## src/rtl/digit_bus_arbiter.sv

```systemverilog
// digit_bus_arbiter: round-robin arbiter sharing the seven-segment display
// register block between N_REQ requesters. It serialises single-beat writes
// and reads, and supports a timed-out lock for read-modify-write sequences.
//
// state  | meaning
// S_IDLE | arbitrate, capture the winner's command
// S_WR   | drive the display write for one cycle
// S_RA   | present the read address for one cycle
// S_RD   | return the read data to the owner for one cycle
module digit_bus_arbiter #(
  parameter int N_REQ        = 2,
  parameter int LOCK_TIMEOUT = 1024
) (
  input  logic                  clk,
  input  logic                  rst,
  input  logic [N_REQ-1:0]      req_valid,
  input  logic [N_REQ-1:0]      req_we,
  input  logic [N_REQ-1:0]      req_lock,
  input  logic [8*N_REQ-1:0]    req_addr,
  input  logic [4*N_REQ-1:0]    req_be,
  input  logic [32*N_REQ-1:0]   req_data,
  output logic [N_REQ-1:0]      req_ready,
  output logic [N_REQ-1:0]      rsp_valid,
  output logic [31:0]           rsp_data,
  output logic                  lock_err,
  output logic [7:0]            dig_addr,
  output logic [3:0]            dig_be,
  output logic [31:0]           dig_wdata,
  output logic [7:0]            dig_raddr,
  input  logic [31:0]           dig_rdata
);

  localparam int PW = (N_REQ > 2) ? 2 : 1;
  localparam int CW = $clog2(LOCK_TIMEOUT + 1);
  localparam logic [CW-1:0] CNT_LAST = CW'(LOCK_TIMEOUT - 1);

  typedef enum logic [1:0] {S_IDLE, S_WR, S_RA, S_RD} state_e;

  state_e            state_q, state_d;
  logic [PW-1:0]     ptr_q, ptr_d;
  logic [PW-1:0]     owner_q, owner_d;
  logic              lock_q, lock_d;
  logic              cap_lock_q, cap_lock_d;
  logic [CW-1:0]     cnt_q, cnt_d;
  logic [7:0]        dig_addr_q, dig_addr_d;
  logic [3:0]        dig_be_q, dig_be_d;
  logic [31:0]       dig_wdata_q, dig_wdata_d;
  logic [7:0]        dig_raddr_q, dig_raddr_d;
  logic [31:0]       rsp_data_q, rsp_data_d;
  logic [N_REQ-1:0]  rsp_valid_q, rsp_valid_d;
  logic              lock_err_q, lock_err_d;

  logic              grant_any;
  logic              grant;
  logic [PW-1:0]     win_idx;

  // Pick the winner: the lock owner only, otherwise first valid at/after the pointer.
  always_comb begin
    grant_any = 1'b0;
    win_idx   = '0;
    if (lock_q) begin
      grant_any = req_valid[owner_q];
      win_idx   = owner_q;
    end else begin
      // Descending scan so the lowest rotating offset is the last one written.
      for (int k = N_REQ - 1; k >= 0; k--) begin
        if (req_valid[(int'(ptr_q) + k) % N_REQ]) begin
          grant_any = 1'b1;
          win_idx   = PW'((int'(ptr_q) + k) % N_REQ);
        end
      end
    end
  end

  assign grant = grant_any && (state_q == S_IDLE);

  // One-hot ready to the winner, suppressed while reset is asserted.
  always_comb begin
    req_ready = '0;
    if (grant && !rst) begin
      req_ready[win_idx] = 1'b1;
    end
  end

  // Next-state, capture, lock and timeout logic.
  always_comb begin
    state_d     = state_q;
    ptr_d       = ptr_q;
    owner_d     = owner_q;
    lock_d      = lock_q;
    cap_lock_d  = cap_lock_q;
    cnt_d       = cnt_q;
    dig_addr_d  = dig_addr_q;
    dig_be_d    = '0;
    dig_wdata_d = dig_wdata_q;
    dig_raddr_d = dig_raddr_q;
    rsp_data_d  = rsp_data_q;
    rsp_valid_d = '0;
    lock_err_d  = 1'b0;
    case (state_q)
      S_IDLE: begin
        if (grant) begin
          owner_d    = win_idx;
          ptr_d      = PW'((int'(win_idx) + 1) % N_REQ);
          cap_lock_d = req_lock[win_idx];
          // Lock takes effect at grant; a lock=0 command releases it on completion.
          lock_d     = lock_q | req_lock[win_idx];
          cnt_d      = '0;
          if (req_we[win_idx]) begin
            state_d     = S_WR;
            dig_addr_d  = req_addr[int'(win_idx)*8 +: 8];
            dig_be_d    = req_be[int'(win_idx)*4 +: 4];
            dig_wdata_d = req_data[int'(win_idx)*32 +: 32];
          end else begin
            state_d     = S_RA;
            dig_raddr_d = req_addr[int'(win_idx)*8 +: 8];
          end
        end else if (lock_q && !req_valid[owner_q]) begin
          if (cnt_q == CNT_LAST) begin
            lock_d     = 1'b0;
            cnt_d      = '0;
            lock_err_d = 1'b1;
          end else begin
            cnt_d = cnt_q + CW'(1);
          end
        end
      end
      S_WR: begin
        state_d = S_IDLE;
        lock_d  = cap_lock_q;
      end
      S_RA: begin
        state_d              = S_RD;
        rsp_data_d           = dig_rdata;
        rsp_valid_d[owner_q] = 1'b1;
      end
      S_RD: begin
        state_d = S_IDLE;
        lock_d  = cap_lock_q;
      end
      default: state_d = S_IDLE;
    endcase
  end

  // State and registered outputs; reset aborts any transaction in flight.
  always_ff @(posedge clk or posedge rst) begin
    if (rst) begin
      state_q     <= S_IDLE;
      ptr_q       <= '0;
      owner_q     <= '0;
      lock_q      <= 1'b0;
      cap_lock_q  <= 1'b0;
      cnt_q       <= '0;
      dig_addr_q  <= '0;
      dig_be_q    <= '0;
      dig_wdata_q <= '0;
      dig_raddr_q <= '0;
      rsp_data_q  <= '0;
      rsp_valid_q <= '0;
      lock_err_q  <= 1'b0;
    end else begin
      state_q     <= state_d;
      ptr_q       <= ptr_d;
      owner_q     <= owner_d;
      lock_q      <= lock_d;
      cap_lock_q  <= cap_lock_d;
      cnt_q       <= cnt_d;
      dig_addr_q  <= dig_addr_d;
      dig_be_q    <= dig_be_d;
      dig_wdata_q <= dig_wdata_d;
      dig_raddr_q <= dig_raddr_d;
      rsp_data_q  <= rsp_data_d;
      rsp_valid_q <= rsp_valid_d;
      lock_err_q  <= lock_err_d;
    end
  end

  assign dig_addr  = dig_addr_q;
  assign dig_be    = dig_be_q;
  assign dig_wdata = dig_wdata_q;
  assign dig_raddr = dig_raddr_q;
  assign rsp_data  = rsp_data_q;
  assign rsp_valid = rsp_valid_q;
  assign lock_err  = lock_err_q;

endmodule

```

## config.mk

```make
export PLATFORM = sky130hd
export DESIGN_NAME = digit_bus_arbiter
export DESIGN_NICKNAME = d
export VERILOG_FILES = /design/src/rtl/digit_bus_arbiter.sv
export SDC_FILE = /design/constraint.sdc
export NUM_CORES = 1
export LEC_CHECK = 0
export CAP_MARGIN = 0
export CORE_MARGIN = 10
export CORE_UTILIZATION = 32
export CTS_BUF_LIST = sky130_fd_sc_hd__clkbuf_4
export DETAILED_ROUTE_END_ITERATION = 10
export PLACE_DENSITY = 0.67
export SLEW_MARGIN = 20
export SYNTH_ARGS = -nofsm -noshare
export SYNTH_HDL_FRONTEND = slang
export SYNTH_SLANG_ARGS = --single-unit
```

## constraint.sdc

```tcl
create_clock -name clk -period 4.38 [get_ports clk]
set_clock_uncertainty 0.15 [all_clocks]
set_input_delay 0.876 -clock clk [delete_from_list [all_inputs] [get_ports clk]]
set_output_delay 0.876 -clock clk [all_outputs]
set_load 0.05 [all_outputs]
```

==> flow_metrics.tcl, run 1 <==
set metrics [dict create \
    crit_end "req_ready[1]" \
    status "finished clean" \
    diodes 0 \
    globalRouteOverflowTotal 0 \
    io_buffers 216 \
    critPathRequiredTime_ps 3350 \
    max-slew-margin-rel_pct 35.8 \
    synth-seq-cells 104 \
    max_cap_viol_count 0 \
    critPathCaptureType "output pin" \
    yosys.area.top_type "dfrtp_1" \
    rsz0062_at_grt "false" \
    crit_arrival_ps 2600 \
    pwr-share-clk_pct 9.7 \
    grt_pass1_wl_mm 23.1 \
    cts-root-buf "clkbuf_4" \
    critPathLaunchType "input pin" \
    clk_latency_ps 460 \
    rows 43 \
    critPathKind "input pin to output pin" \
    dieArea_um2 19600 \
    seqPwrFrac_pct 27.7 \
    via_per_inst 4.87 \
    worstMarginPinSlew_ps 961 \
    timing.rr.start "state_q[0]" \
    drc 0 \
    synth_cells 388 \
    cp_cell_sequence "clkdlybuf4s50_1 > o21ai_0 > nor2_1 > and3_1 > buf_12" \
    p_switching_mw 2.87 \
    fmax_mhz 276 \
    p_int_mw 2.97 \
    initial_utilization_pct 32.9 \
    drive_gt1_share_pct 14.7 \
    cts_setup_buffers 0 \
    dieHeight_um 140 \
    clk_pin_slew_ps 150 \
    hpwl_mm 11.5 \
    worstPathMaxFanout 7 \
    hold_buffers 0 \
    hold_class "register to register" \
    drt_first_pass_iters 6 \
    wirelength_mm 14.7 \
    pwr-share-comb_pct 62.6 \
    synth_cell_types 37 \
    swShare_pct 49.1 \
    cpPeakStageDelay_ps 570 \
    gp_congestion 0.785 \
    power_density_nw_per_um2 819 \
    die_w_um 140 \
    syn2layout_area_growth_pct 54.7 \
    ant_nets 0 \
    grtUsageTotal_pct 14.7 \
    num_vias 3817 \
    dp.cells 768 \
    core_area_um2 14000 \
    finalCritPeriodShare_pct 82.8 \
    drt_iter0_markers 138 \
    yosysTopAreaCellShare_pct 56.5 \
    final-hold-violation-count 0 \
    reg2reg_depth 6 \
    nNetsFinal 728 \
    reg2reg_setup_slack_ps 1690 \
    route.detailed.wl_per_inst_um 18.8 \
    fin_cells 784 \
    crit_start "req_valid[1]" \
    peakVddDrop_mv 0.421 \
    setup_tns_ps 0 \
    first_global_vias 4257 \
    h-tree-depth 3 \
    clk_path_buf_depth 2 \
    min_period_ps 3630 \
    synth_area_leaders "dfrtp_1 56%, mux2_2 13%, mux2i_1 8.9%" \
    cts_sinks 104 \
    ctsResizeCount 0 \
    grt_antenna_before_repair 0 \
    syn-cell-area_um2 4610 \
    reg2reg_to "dig_addr[4]" \
    tritoncts "yes" \
    synth_area_per_cell_um2 11.9 \
    ios 217 \
    syn_nets 517 \
    cts_buffers 9 \
    drv_slew 0 \
    setup_viol 0 \
    leakage_nw 2.93 \
    synth-seq-area-share_pct 56.5 \
    cpMaxStageDelayCell "o21ai_0" \
    grt_max_degree 54 \
    synth_warnings 0 \
]
critical path, delay by kind of cell:
family,cells,cell delay [ps]
AOI/OAI and AO/OA,1,570
buffers and inverters,2,660
and+or+nand+nor,2,490
worst min-delay path by stage:
stage / start / endpoint / cells past startpoint
finish: ptr_q / ptr_q / 2
global route: cnt_q[10] / cnt_q[10] / 2
CTS: ptr_q / ptr_q / 2
detailed placement: ptr_q / ptr_q / 2
global placement: ptr_q / ptr_q / 2
floorplan: ptr_q / ptr_q / 2
cell type report:
cell class	instances	area [um^2]
Timing Repair Buffer	225	2240
Multi-Input combinational cell	253	1880
Sequential cell	104	2600
Fill cell	1268	6860
Clock buffer	12	90.1
Inverter	6	26.3
Tap cell	180	225
Clock inverter	4	68.8
sequential cells by signal (all words and copies together), names as in the netlist:
| register | count |
|---|---|
| state_q | 2 |
| cap_lock_q | 1 |
| dig_raddr | 8 |
| rsp_valid | 2 |
| dig_wdata | 32 |
| lock_q | 1 |
| rsp_data | 32 |
| lock_err | 1 |
| dig_be | 4 |
| ptr_q | 1 |
| owner_q | 1 |
| cnt_q | 11 |
| dig_addr | 8 |
cells in the mapped netlist:
library cell  count
o21ai_0          74
o21bai_1          1
and3_1            3
nor2b_1           3
inv_1             6
a221oi_2          1
or2_1             1
mux2_2           54
nand2_1          13
nor4_1            2
o2111ai_1         1
nand4_1           1
o31ai_1           1
dfrtp_1         104
or3_1             3
clkbuf_1         13
nand3_1           6
o21ai_1           3
nand2b_1          3
a21oi_1           8
xnor2_1           1
xor2_1            1
and2_1            1
ha_1              1
nor2_2            1
nor2_1           18
nor3_1            2
o221ai_1          1
buf_4             2
a22o_1            1
a31oi_1           1
a2111oi_4         1
buf_2            10
or4_1             2
a21oi_2           1
mux2i_1          41
or2_2             2
power groups by stage:
stage | sequential, mW | combinational [mW] | clock (mW)
after global routing | 1.68 | 3.86 | 0.629
final | 1.62 | 3.65 | 0.564
after global placement | 1.62 | 3.65 | 0
after floorplan | 2.92 | 1.13 | 0
after CTS | 1.62 | 3.71 | 0.585
after detailed placement | 1.64 | 3.70 | 0
cells by family (layout without fill, tap and decap cells):
logic type      after synthesis  after routing  synth area share [%]
xor+xnor                      2              2                 0.380
flops                       104            104                  56.5
buf+inv                      31            247                  2.96
compound gates               94             94                  11.4
mux                          95             95                  22.1
simple gates                 61             61                  6.44
fa+ha+maj                     1              1                 0.271
routing by layer:
metal  wire (um)  global-route usage (%)  vias to the layer above
met1        5350                    15.3                     1876
met4         251                    5.00                        0
met5           0                       0                        -
met2        7990                    26.7                      124
met3        1150                    5.54                       18
li1            -                       -                     1799
stage by stage:
| stage | setup WS (ps) | hold WS (ps) | utilization [%] | cell area, um^2 | power [mW] |
|---|---|---|---|---|---|
| finish | 751 | 351 | 51.0 | 7130 | 5.84 |
| global route | 583 | 385 | 51.0 | 7130 | 6.18 |
| CTS | 774 | 357 | 51.0 | 7130 | 5.92 |
| detailed placement | 795 | 324 | 49.8 | 6970 | 5.34 |
| global placement | 837 | 325 | 49.8 | 6970 | 5.27 |
| floorplan | 376 | 291 | - | 4610 | 4.06 |
cells in the final DEF, fill, tap and decap left out, drive strengths merged, types with 2 or more instances in the layout:
cell type      count
dfrtp            104
or3                3
mux2              54
nor3               2
clkinv             2
clkbuf            12
nor2              19
mux2i             41
a21oi              9
nand2b             3
nand3              6
nor2b              3
clkdlybuf4s50    214
and3               3
buf               11
nand2             13
nor4               2
inv                5
o21ai             77
bufinv             2
or4                2
or2                3
(Power assumes the default switching activity.)
==> inputs of run 2 (changes only) <==
==> constraint.sdc (replaced) <==
create_clock -name clk -period 3.1 [get_ports clk]
set_clock_uncertainty 0.15 [all_clocks]
set_input_delay 0.62 -clock clk [delete_from_list [all_inputs] [get_ports clk]]
set_output_delay 0.62 -clock clk [all_outputs]
set_load 0.05 [all_outputs]
==> run 2 against run 1 <==
Effect of this change:
- setup slack worse by 630 ps
- combinational power is 42% higher
- critical path depth stayed put
- critical path type unchanged
- first-iteration DRC count is 29% higher
- cell area is 0.21% lower
- sequential power is 42% higher
==> flow_metrics.tcl, run 2 (synthesis gave the netlist of run 1 again) <==
set metrics [dict create \
    status "finished clean" \
    critPathCaptureType "output pin" \
    first_global_vias 4187 \
    timing.rr.start "state_q[0]" \
    hold_buffers 0 \
    reg2reg_depth 5 \
    fin_area_um2 7110 \
    drive_gt1_share_pct 15.1 \
    clk_pin_slew_ps 150 \
    reg2reg_setup_slack_ps 790 \
    rsz0062_at_grt "false" \
    dp.cells 772 \
    drc 0 \
    gp_congestion 0.821 \
    crit_arrival_ps 2210 \
    cts-root-buf "clkbuf_4" \
    place_area_um2 7000 \
    worst_slack_ps 118 \
    tritoncts "yes" \
    die_w_um 140 \
    holdCritStartpoint "ptr_q" \
    hpwl_mm 11.7 \
    power.total_mw 8.08 \
    pwr-share-comb_pct 64.1 \
    cts_sinks 104 \
    clk_path_buf_depth 2 \
    min_period_ps 2980 \
    dieHeight_um 140 \
    ctsResizeCount 0 \
    clk_latency_ps 450 \
    p_int_mw 4.05 \
    cts_buffers 9 \
    initial_utilization_pct 32.9 \
    h-tree-depth 3 \
    grt_antenna_before_repair 0 \
    drv_slew 0 \
    route.detailed.wl_per_inst_um 19.0 \
    p_switching_mw 4.03 \
    grt_util_met3_pct 5.38 \
    syn2layout_area_growth_pct 54.4 \
    ios 217 \
    leakage_nw 2.92 \
    rows 43 \
    final_common_cell "clkdlybuf4s50_1" \
    via_per_inst 4.86 \
    ant_nets 0 \
    power_density_nw_per_um2 1140 \
    swShare_pct 49.8 \
    dieArea_um2 19600 \
    drt_first_pass_iters 4 \
    io_buffers 216 \
    nNetsFinal 732 \
    finalCritPeriodShare_pct 96.2 \
    worstMarginPinSlew_ps 985 \
    fmax_mhz 335 \
    setup_tns_ps 0 \
    cpMaxStageDelayCell "clkdlybuf4s50_1" \
    grt_max_degree 62 \
    critPathKind "input pin to output pin" \
    core_area_um2 14000 \
    pwr-share-clk_pct 7.5 \
    cts_setup_buffers 0 \
    globalRouteOverflowTotal 0 \
    worstPathMaxFanout 11 \
    grt_use_met1_pct 16.0 \
    preCtsSetupSlack_ps 108 \
    top_usage_layer "met2" \
    fillers 1272 \
    num_vias 3837 \
    drt_iter0_markers 178 \
    grt_pass1_wl_mm 23.3 \
    cpPeakStageDelay_ps 590 \
    crit_end "req_ready[1]" \
    critPathLaunchType "input pin" \
    wirelength_mm 15.0 \
    max-slew-margin-rel_pct 34.2 \
    peakVddDrop_mv 0.642 \
    critPathRequiredTime_ps 2330 \
    setup_viol 0 \
    grtUsageTotal_pct 14.9 \
    cp_cell_sequence "clkdlybuf4s50_1 > nor2b_1 > a22o_2 > and3_1 > buf_12" \
    max_cap_viol_count 0 \
    reg2reg_to "dig_addr[1]" \
    seqPwrFrac_pct 28.4 \
    final-hold-violation-count 0 \
    crit_start "req_valid[1]" \
    final_cell_mix "214 x clkdlybuf4s50_1, 104 x dfrtp_1, 74 x o21ai_0" \
    met2_usage_pct 26.7 \
    hold_class "register to register" \
    fin_cells 789 \
]
run 2: how the worst min path moves through the flow:
| stage | endpoint | slack [ps] | cells after the start |
|---|---|---|---|
| floorplan | ptr_q | 290 | 2 |
| global placement | ptr_q | 310 | 2 |
| detailed placement | ptr_q | 330 | 2 |
| CTS | ptr_q | 360 | 2 |
| global route | ptr_q | 380 | 2 |
| finish | ptr_q | 360 | 2 |
run 2: layout make-up:
type,count,area (um^2),share of cell area (%)
Multi-Input combinational cell,253,1880,26.5
Sequential cell,104,2600,36.6
Antenna cell,1,2.50,0.0352
Clock inverter,5,23.8,0.334
Timing Repair Buffer,229,2270,31.9
Clock buffer,11,82.6,1.16
Inverter,6,26.3,0.369
Tap cell,180,225,3.17
run 2: worst max-delay path: cells and delay by family:
kind	cells	cell delay [ps]
AND/OR/NAND/NOR	2	480
AO/OA/AOI/OAI	1	360
buffers and inverters	2	740
run 2: per-stage QoR:
stage | util, % | hold WS, ps
floorplan | - | 291
global placement | 50.1 | 313
detailed placement | 50.1 | 325
CTS | 50.8 | 358
global route | 50.8 | 379
finish | 50.8 | 355
run 2: power groups by stage:
stage	logic, mW	clock network [mW]	registers (mW)
floorplan	1.61	0	4.13
global placement	5.17	0	2.30
detailed placement	5.23	0	2.33
CTS	5.25	0.643	2.30
global route	5.47	0.702	2.38
finish	5.18	0.606	2.30
run 2: metal layers:
metal  wire length [um]  part of all wire (%)
met1               5470                    37
met2               8170                    55
met3               1160                   7.8
met4                164                   1.1
met5                  0                     0
==> inputs of run 3 (changes only) <==
--- a/config.mk
+++ b/config.mk
@@ -7,10 +7,10 @@
 export LEC_CHECK = 0
 export CAP_MARGIN = 0
 export CORE_MARGIN = 10
-export CORE_UTILIZATION = 32
+export CORE_UTILIZATION = 38
 export CTS_BUF_LIST = sky130_fd_sc_hd__clkbuf_4
 export DETAILED_ROUTE_END_ITERATION = 10
-export PLACE_DENSITY = 0.67
+export PLACE_DENSITY = 0.77
 export SLEW_MARGIN = 20
 export SYNTH_ARGS = -nofsm -noshare
 export SYNTH_HDL_FRONTEND = slang
==> run 3 against run 2 <==
Effect of this change:
- setup slack better by 48 ps
- highest routed layer unchanged
- critical endpoint unchanged
- largest cell class unchanged
- combinational power hardly changed
- non-clock buffer count shrank 2
- cell area is 0.40% lower
==> flow_metrics.tcl, run 3 (synthesis gave the netlist of run 1 again) <==
set metrics [dict create \
    status "finished clean" \
    worstPathMaxFanout 7 \
    cts-root-buf "clkbuf_4" \
    cp_cell_sequence "clkdlybuf4s50_1 > nor2b_1 > a22o_2 > and3_1 > buf_12" \
    dieHeight_um 130 \
    critPathKind "input pin to output pin" \
    clk_pin_slew_ps 150 \
    ff_latch_area_um2 2600 \
    ctsResizeCount 0 \
    critPathLaunchType "input pin" \
    initial_utilization_pct 38.5 \
    die_w_um 130 \
    dp.cells 737 \
    clk_path_buf_depth 2 \
    cts_setup_buffers 0 \
    fin_cells 752 \
    hold_class "register to register" \
    drt_iter0_markers 193 \
    io_buffers 216 \
    leakage_nw 2.93 \
    num_vias 3867 \
    reg2reg_setup_slack_ps 810 \
    hold_buffers 0 \
    drt_first_pass_iters 4 \
    max_cap_viol_count 0 \
    clk_latency_ps 450 \
    ios 217 \
    worstMarginPinSlew_ps 984 \
    final_cell_mix "214 x clkdlybuf4s50_1, 104 x dfrtp_1, 74 x o21ai_0" \
    crit_family "buffers and inverters" \
    grtUsageTotal_pct 17.1 \
    final_core_util_pct 59.2 \
    diodes 0 \
    wirelength_mm 14.5 \
    cpMaxStageDelayCell "clkdlybuf4s50_1" \
    power_density_nw_per_um2 1150 \
    dieArea_um2 16900 \
    gp_congestion 0.826 \
    power.total_mw 8.13 \
    setup_viol 0 \
    tritoncts "yes" \
    finalCritPeriodShare_pct 94.7 \
    max-slew-margin-rel_pct 34.2 \
    drive_gt1_share_pct 15.0 \
    globalRouteOverflowTotal 0 \
    syn2layout_area_growth_pct 53.7 \
    fillers 990 \
    grt_max_degree 105 \
    ant_nets 0 \
    final-hold-violation-count 0 \
    cts_buffers 9 \
    nNetsFinal 730 \
    via_per_inst 5.14 \
    fmax_mhz 341 \
    multi_input_area_um2 1880 \
    first_global_vias 4232 \
    grt_antenna_before_repair 0 \
    critPathCaptureType "output pin" \
    rows 40 \
    fin_area_um2 7080 \
    critPathRequiredTime_ps 2330 \
    cts_sinks 104 \
    core_area_um2 12000 \
    cpPeakStageDelay_ps 600 \
    peakVddDrop_mv 0.738 \
    final_common_cell "clkdlybuf4s50_1" \
    crit_arrival_ps 2160 \
    place_area_um2 6960 \
    hpwl_mm 11.1 \
    rsz0062_at_grt "false" \
    min_period_ps 2930 \
    route.detailed.wl_per_inst_um 19.2 \
    grt_pass1_wl_mm 22.7 \
    crit_buf_inv 2 \
    drc 0 \
    h-tree-depth 3 \
    drv_slew 0 \
]
==> run 3: through the flow <==
step	setup TNS, ps	hold slack, ps	setup slack, ps
finish	0	366	166
global placement	0	322	156
detailed placement	0	332	46.5
floorplan	-392	291	-392
global route	0	382	39.8
CTS	0	366	176
==> run 3: worst reg2reg max path, cell delays in order, from the launching register on <==
cell	delay, ps
dfrtp_1	460
nor2_1	280
o21ai_0	160
or2_1	340
nor2_2	410
mux2_2	390
==> run 3: path summary, 6_finish.rpt <==
| kind | endpoint | cells past startpoint | start |
|---|---|---|---|
| max reg2reg | dig_addr[3] | 5 | state_q[0] |
| min in group asynchronous | cnt_q[8] | 3 | rst |
| min | ptr_q | 2 | ptr_q |
| max | req_ready[1] | 5 | req_valid[1] |
| max in group asynchronous | dig_wdata[22] | 3 | rst |
| min reg2reg | ptr_q | 2 | ptr_q |
==> run 3: per-layer routing <==
metal / up-vias / track usage (%) / share of wire (%)
met5: - / 0 / 0
met4: 0 / 6.81 / 2.4
met3: 22 / 5.44 / 7.1
met2: 115 / 31.0 / 54
met1: 1925 / 17.8 / 37
li1: 1805 / - / -
==> run 3: power breakdown <==
| group | leakage [nW] | internal, mW | switching, mW | total [mW] |
|---|---|---|---|---|
| Sequential | 1.28 | 1.95 | 0.340 | 2.29 |
| Clock | 0.0734 | 0.245 | 0.434 | 0.679 |
| Combinational | 1.57 | 1.92 | 3.24 | 5.16 |
| Total | 2.93 | 4.11 | 4.02 | 8.13 |
==> run 3: final cells by class <==
cell class | count | area share, %
well taps | 147 | 2.60
multi-input cells | 253 | 26.6
clock inverters | 5 | 0.689
flip-flops and latches | 104 | 36.7
inverters | 6 | 0.371
clock buffers | 10 | 1.06
repair buffers | 227 | 32.0
